**src/rtl/mcs_io_pkg.sv**
```systemverilog
// rtl/mcs_io_pkg.sv - shared types and defaults for the MCS IO bus master
package mcs_io_pkg;

  typedef enum logic [1:0] {
    ST_IDLE   = 2'd0,
    ST_STROBE = 2'd1,
    ST_WAIT   = 2'd2,
    ST_RESP   = 2'd3
  } state_t;

  localparam logic [31:0] IO_BASE_DEF = 32'hc000_0000;
  localparam logic [31:0] IO_MASK_DEF = 32'hc000_0000;

  typedef struct packed {
    logic [31:0] rdata;
    logic        err;
  } resp_t;

  // An address belongs to the IO window when its masked bits equal the base
  function automatic logic in_window(input logic [31:0] addr,
                                     input logic [31:0] base,
                                     input logic [31:0] mask);
    return (addr & mask) == base;
  endfunction

endpackage

```
**src/rtl/io_wdog_timer.sv**
```systemverilog
// rtl/io_wdog_timer.sv - counts WAIT cycles and flags the last allowed one
module io_wdog_timer #(
  parameter int TIMEOUT_CYC = 255
) (
  input  logic clk,
  input  logic reset_n,
  input  logic clear,
  input  logic enable,
  output logic expired
);

  localparam int CW = $clog2(TIMEOUT_CYC + 1);

  logic [CW-1:0] count;

  // Count enabled cycles; clear has priority so every transaction starts from zero
  always_ff @(posedge clk) begin
    if (!reset_n || clear) begin
      count <= '0;
    end else if (enable) begin
      count <= count + CW'(1);
    end
  end

  // count holds the number of earlier enabled cycles, so this fires on the
  // TIMEOUT_CYC-th enabled cycle itself
  assign expired = enable && (count == CW'(TIMEOUT_CYC - 1));

endmodule

```
**src/rtl/mcs_io_master.sv**
```systemverilog
// rtl/mcs_io_master.sv - single-outstanding initiator for the MCS IO bus
module mcs_io_master
  import mcs_io_pkg::*;
#(
  parameter logic [31:0] IO_BASE     = IO_BASE_DEF,
  parameter logic [31:0] IO_MASK     = IO_MASK_DEF,
  parameter int          TIMEOUT_CYC = 255
) (
  input  logic        clk,
  input  logic        reset_n,
  input  logic        cmd_valid,
  output logic        cmd_ready,
  input  logic        cmd_wr,
  input  logic [31:0] cmd_addr,
  input  logic [31:0] cmd_wdata,
  input  logic [3:0]  cmd_be,
  output logic        rsp_valid,
  input  logic        rsp_ready,
  output logic [31:0] rsp_rdata,
  output logic        rsp_err,
  output logic        io_addr_strobe,
  output logic        io_read_strobe,
  output logic        io_write_strobe,
  output logic [3:0]  io_byte_enable,
  output logic [31:0] io_address,
  output logic [31:0] io_write_data,
  input  logic [31:0] io_read_data,
  input  logic        io_ready
);

  state_t state;
  state_t next_state;

  logic  wr_q;
  resp_t rsp_q;
  resp_t rsp_d;
  logic  addr_strobe_d;
  logic  read_strobe_d;
  logic  write_strobe_d;
  logic  rsp_valid_d;
  logic  accept;
  logic  hit;
  logic  timer_expired;

  assign accept    = (state == ST_IDLE) && cmd_valid;
  assign hit       = in_window(cmd_addr, IO_BASE, IO_MASK);
  assign cmd_ready = (state == ST_IDLE);

  io_wdog_timer #(
    .TIMEOUT_CYC(TIMEOUT_CYC)
  ) u_wdog (
    .clk     (clk),
    .reset_n (reset_n),
    .clear   (state != ST_WAIT),
    .enable  (state == ST_WAIT),
    .expired (timer_expired)
  );

  // State register; reset abandons any transaction in flight
  always_ff @(posedge clk) begin
    if (!reset_n) begin
      state <= ST_IDLE;
    end else begin
      state <= next_state;
    end
  end

  // Next-state decode; a ready that coincides with expiry still completes normally
  always_comb begin
    next_state = state;
    case (state)
      ST_IDLE:   if (cmd_valid) next_state = hit ? ST_STROBE : ST_RESP;
      ST_STROBE: next_state = ST_WAIT;
      ST_WAIT:   if (io_ready || timer_expired) next_state = ST_RESP;
      ST_RESP:   if (rsp_ready) next_state = ST_IDLE;
      default:   next_state = ST_IDLE;
    endcase
  end

  // Next values for the registered outputs, derived from the upcoming state
  always_comb begin
    addr_strobe_d  = accept && hit;
    read_strobe_d  = accept && hit && !cmd_wr;
    write_strobe_d = accept && hit && cmd_wr;
    rsp_valid_d    = (next_state == ST_RESP);
    rsp_d          = rsp_q;
    if (accept && !hit) begin
      rsp_d.rdata = 32'h0;
      rsp_d.err   = 1'b1;
    end else if (state == ST_WAIT) begin
      if (io_ready) begin
        rsp_d.rdata = wr_q ? 32'h0 : io_read_data;
        rsp_d.err   = 1'b0;
      end else if (timer_expired) begin
        rsp_d.rdata = 32'h0;
        rsp_d.err   = 1'b1;
      end
    end
  end

  // Output and command registers; bus fields only change on an in-window accept
  always_ff @(posedge clk) begin
    if (!reset_n) begin
      wr_q            <= 1'b0;
      rsp_q           <= '0;
      rsp_valid       <= 1'b0;
      io_addr_strobe  <= 1'b0;
      io_read_strobe  <= 1'b0;
      io_write_strobe <= 1'b0;
      io_byte_enable  <= 4'h0;
      io_address      <= 32'h0;
      io_write_data   <= 32'h0;
    end else begin
      rsp_q           <= rsp_d;
      rsp_valid       <= rsp_valid_d;
      io_addr_strobe  <= addr_strobe_d;
      io_read_strobe  <= read_strobe_d;
      io_write_strobe <= write_strobe_d;
      if (accept) begin
        wr_q <= cmd_wr;
      end
      if (accept && hit) begin
        io_byte_enable <= cmd_be;
        io_address     <= cmd_addr;
        io_write_data  <= cmd_wdata;
      end
    end
  end

  assign rsp_rdata = rsp_q.rdata;
  assign rsp_err   = rsp_q.err;

endmodule

```
**config.mk**
```make
export PLATFORM = sky130hd
export DESIGN_NAME = mcs_io_master
export DESIGN_NICKNAME = d
export VERILOG_FILES = /design/src/rtl/mcs_io_pkg.sv /design/src/rtl/io_wdog_timer.sv /design/src/rtl/mcs_io_master.sv
export SDC_FILE = /design/constraint.sdc
export NUM_CORES = 1
export LEC_CHECK = 0
export ABC_AREA = 1
export CORE_MARGIN = 1.5
export CORE_UTILIZATION = 40
export CTS_CLUSTER_DIAMETER = 80
export DETAILED_ROUTE_END_ITERATION = 8
export HOLD_SLACK_MARGIN = 0.06
export PLACE_DENSITY = 0.76
export SYNTH_ARGS = -nofsm -noshare
export SYNTH_HDL_FRONTEND = slang
export SYNTH_HIERARCHICAL = 1
export SYNTH_SLANG_ARGS = --single-unit
```
**constraint.sdc**
```tcl
create_clock -name clk -period 1.9 [get_ports clk]
set_input_delay 0.38 -clock clk [delete_from_list [all_inputs] [get_ports clk]]
set_output_delay 0.38 -clock clk [all_outputs]
set_load 0.01 [all_outputs]
```
==> results.md <==
Power:
- The share of total power dissipated in the clock network is 0.465.
- For this design the total switching power over the nets is 1.682 mW.
- The analysis attributes to cell leakage a power of 3.784 nW.
- The maximum ir drop on the vdd rail is 0.4679 mV.
- The total power of the final layout is 7.013 mW.
- The sequential share of power is 0.376.
- The combinational share of power is 0.159.
- In this run the power density over the cells is 875.3 nW/um2.
- The internal power component is 5.331 mW.
- Of the total power, the share spent switching nets is 0.2398.

Logic synthesis:
- The area share of the largest cell type after synthesis is 0.4532.
- The synthesized area per cell is 6.397 um2.
- Counting every net in the synthesized netlist gives 909.
- The library cell occupying the most area in the post-synthesis netlist is dfxtp_1.
- Synthesis produced 801 cells.
- In this run, synthesis produced a sequential element count of 116.
- The count of warnings emitted by yosys is 6.
- The share of the Yosys chip area taken by registers is 0.4532.
- By area the synthesized netlist is led by dfxtp_1, nand2_1, inv_1, nor2_1, a21oi_1.
- The number of different library cells used by synthesis comes to 19.
- The mapped netlist covers 5124 um2.

Die:
- After floorplanning, the core was divided into 41 placement rows.
- The die covers 13500 um2.
- The effective utilization at floorplan is 0.4077.
- The core region is 12570 um2.
- The number of placed I/O pins is 212.
- The die is 116.2 um wide.
- Measured along the y axis, the die boundary spans 116.2 um.

Critical path:
- Across all register-to-register paths, the minimum setup slack is 250 ps.
- The startpoint-to-endpoint class of the critical path is flop to primary output.
- Of all nets on the critical path, the largest fanout is 5.
- For the worst setup path, the data required time is 1520 ps.
- The end of the worst register-to-register path is rsp_rdata[18].
- The worst setup path is launched from a flop.
- The signal arrival time at the worst endpoint is 1450 ps.
- In this run the critical register-to-register path is launched from state[1].
- The worst setup path is captured at a primary output.
- The count of cells along the worst register-to-register path is 10.

CTS:
- Counting along the longest clock path gives a buffer depth of 2.
- The library cell used as clock root buffer is clkbuf_16.
- After clock tree synthesis, the repair step resized 0 gates.
- For this design, the CTS-stage hold fixing added 0 buffers.
- The clock latency on the worst-skew pair is 410 ps.
- The CTS sink count is 116.
- In this run the number of H-tree levels came out at 4.
- TritonCTS built the clock tree.
- After clock tree synthesis, the clock-pin slew on the worst setup and hold paths is 50 ps.
- The number of setup buffers added after CTS is 0.
- The number of clock buffers added by TritonCTS is 17.

Place:
- The detailed-placement wirelength estimate is 9.002 mm.
- The congestion estimate from routability-driven global placement came to 0.7955.
- The number of placed instances, taps included, is 1162.
- The count of buffers added on input and output ports is 211.

Min path:
- The worst hold path class is input port to flop.
- The startpoint of the tightest hold check path is reset_n.
- The sink of the worst hold path is u_wdog/count[7].
- The worst hold path cell count is 5.

Run:
- Max-cap violations in this run came to 0.

GRT:
- The overall routing resource usage is 0.1984.
- Summed over all layers, the global routing overflow is 0.
- The number of antenna violations at the first check in global routing is 0.
- The number of global-route vias before repair is 4519.
- Entering global routing, the biggest net connects 74 pins.
- The first-pass GRT wire length is 20.89 mm.

Final layout:
- Leaving out fill and tap cells, the most frequent cell in the layout is nand2_1.
- The count of cells in the finished layout, fillers not included, comes to 1194.
- The fraction of final layout cells with drive strength greater than 1 is 0.06262.
- For this run, the post-layout net count is 1117.
- The area growth from synthesis to layout is 56.36%.
- 0 antenna diodes ended up in the layout.
- At the end of the flow the core is filled with cells to 0.6374.
- In the layout the commonest cells are nand2_1, clkdlybuf4s50_1, inv_1, dfxtp_1, nor2_1.

Timing:
- At the pin with the least slew margin, the transition time is 490.1 ps.
- Based on the critical path, the design can be clocked at up to 545.0 MHz.
- Setup repair after global routing left no endpoint under its margin.
- The number of failing hold endpoints at the final stage is 0.
- Adding up every negative setup slack in the final design gives 0 ps.
- Headroom to the max-slew limit came out at 0.6720.
- The clock skew is 5.572 ps.
- Setup violations remaining at the end of the flow were counted as 0.
- The final critical-path share of the clock period is 0.9658.
- The number of max-slew violations in the final report is 0.
- The time the final worst path needs with I/O delays and setup is 1835 ps.

Routing:
- The number of DRC markers after the initial detailed-route iteration is 244.
- The routed design has 13.08 mm of wire.
- The first detailed-routing pass took 7 iterations.
- In the routed design, unresolved DRC markers number 0.
- The count of antenna-violating nets left after detailed routing is 0.
- The routed layout has 4963 vias.
- After detailed routing, the average wire length per cell comes to 10.95 um.
- After detailed routing, the number of vias per cell comes to 4.157.

Status:
- The run finished with clean final reports.
[cells in the mapped netlist (all sizes together)]
cell and instances:
inv 217, o21ai 3, clkbuf 10, nand4 1, nor2 89, nand2 263
a21oi 39, buf 24, nand3 36, ha 2, nor3 1, dfxtp 116
[cells by family (layout without fill, tap and decap cells)]
logic type               count (synthesis)  after routing  synth area share
AO/OA/AOI/OAI                           42             42           0.04103
adder cells (fa/ha/maj)                  2              2          0.004883
buffers and inverters                  251            472            0.1978
flip-flops                             116            116            0.4532
AND/OR/NAND/NOR                        390            390            0.3031
[flip-flops by register name, summed over array words and instances (netlist names), 2 cells and up]
register and flops:
io_byte_enable 4, u_wdog/count 8, io_address 32, state 2
io_write_data 32, rsp_rdata 32
[per-stage QoR]
stage / area, um2 / hold slack [ps] / setup slack [ps]
after global routing: 8011 / 463.7 / 8.700
after floorplan: 5124 / 437.1 / 242.6
after CTS: 8011 / 419.7 / 35.86
final: 8011 / 430.9 / 65.00
after global placement: 7400 / 437.8 / 171.1
after detailed placement: 7400 / 442.1 / 140.7
[how the worst max path moves through the flow]
stage	from	to
floorplan	state[1]	rsp_rdata[10]
global placement	cmd_addr[30]	io_byte_enable[2]
detailed placement	cmd_addr[30]	io_write_data[10]
CTS	state[0]	cmd_ready
global route	state[0]	cmd_ready
finish	state[0]	cmd_ready
[power groups by stage]
stage / registers [mW] / logic [mW] / clock network [mW]
6_report: 2.64 / 1.11 / 3.26
5_1_grt: 2.65 / 1.24 / 3.47
4_1_cts: 2.64 / 1.13 / 3.34
3_5_place_dp: 2.69 / 1.11 / 0
3_3_place_gp: 2.68 / 1.11 / 0
2_1_floorplan: 2.74 / 0.480 / 0
[worst max-delay path, stage by stage, from the launching register on]
cell and delay [ps]:
dfxtp_1 370, nor2_4 130, clkdlybuf4s50_1 560
[area by class of cell]
class,instances,area [um2]
clock buffer,22,484.2
fill,1110,4557
clock inverter,10,127.6
tap,172,215.2
inverter,217,814.5
timing repair buffer,223,2260
multi-input combinational,434,1788
sequential,116,2322
[per-layer routing]
layer	global-route usage	wire length, um
met5	0	0
met4	0.07561	218
met3	0.1069	1560
met2	0.3247	5768
met1	0.2174	5531
Power figures use the tool's default switching activity.
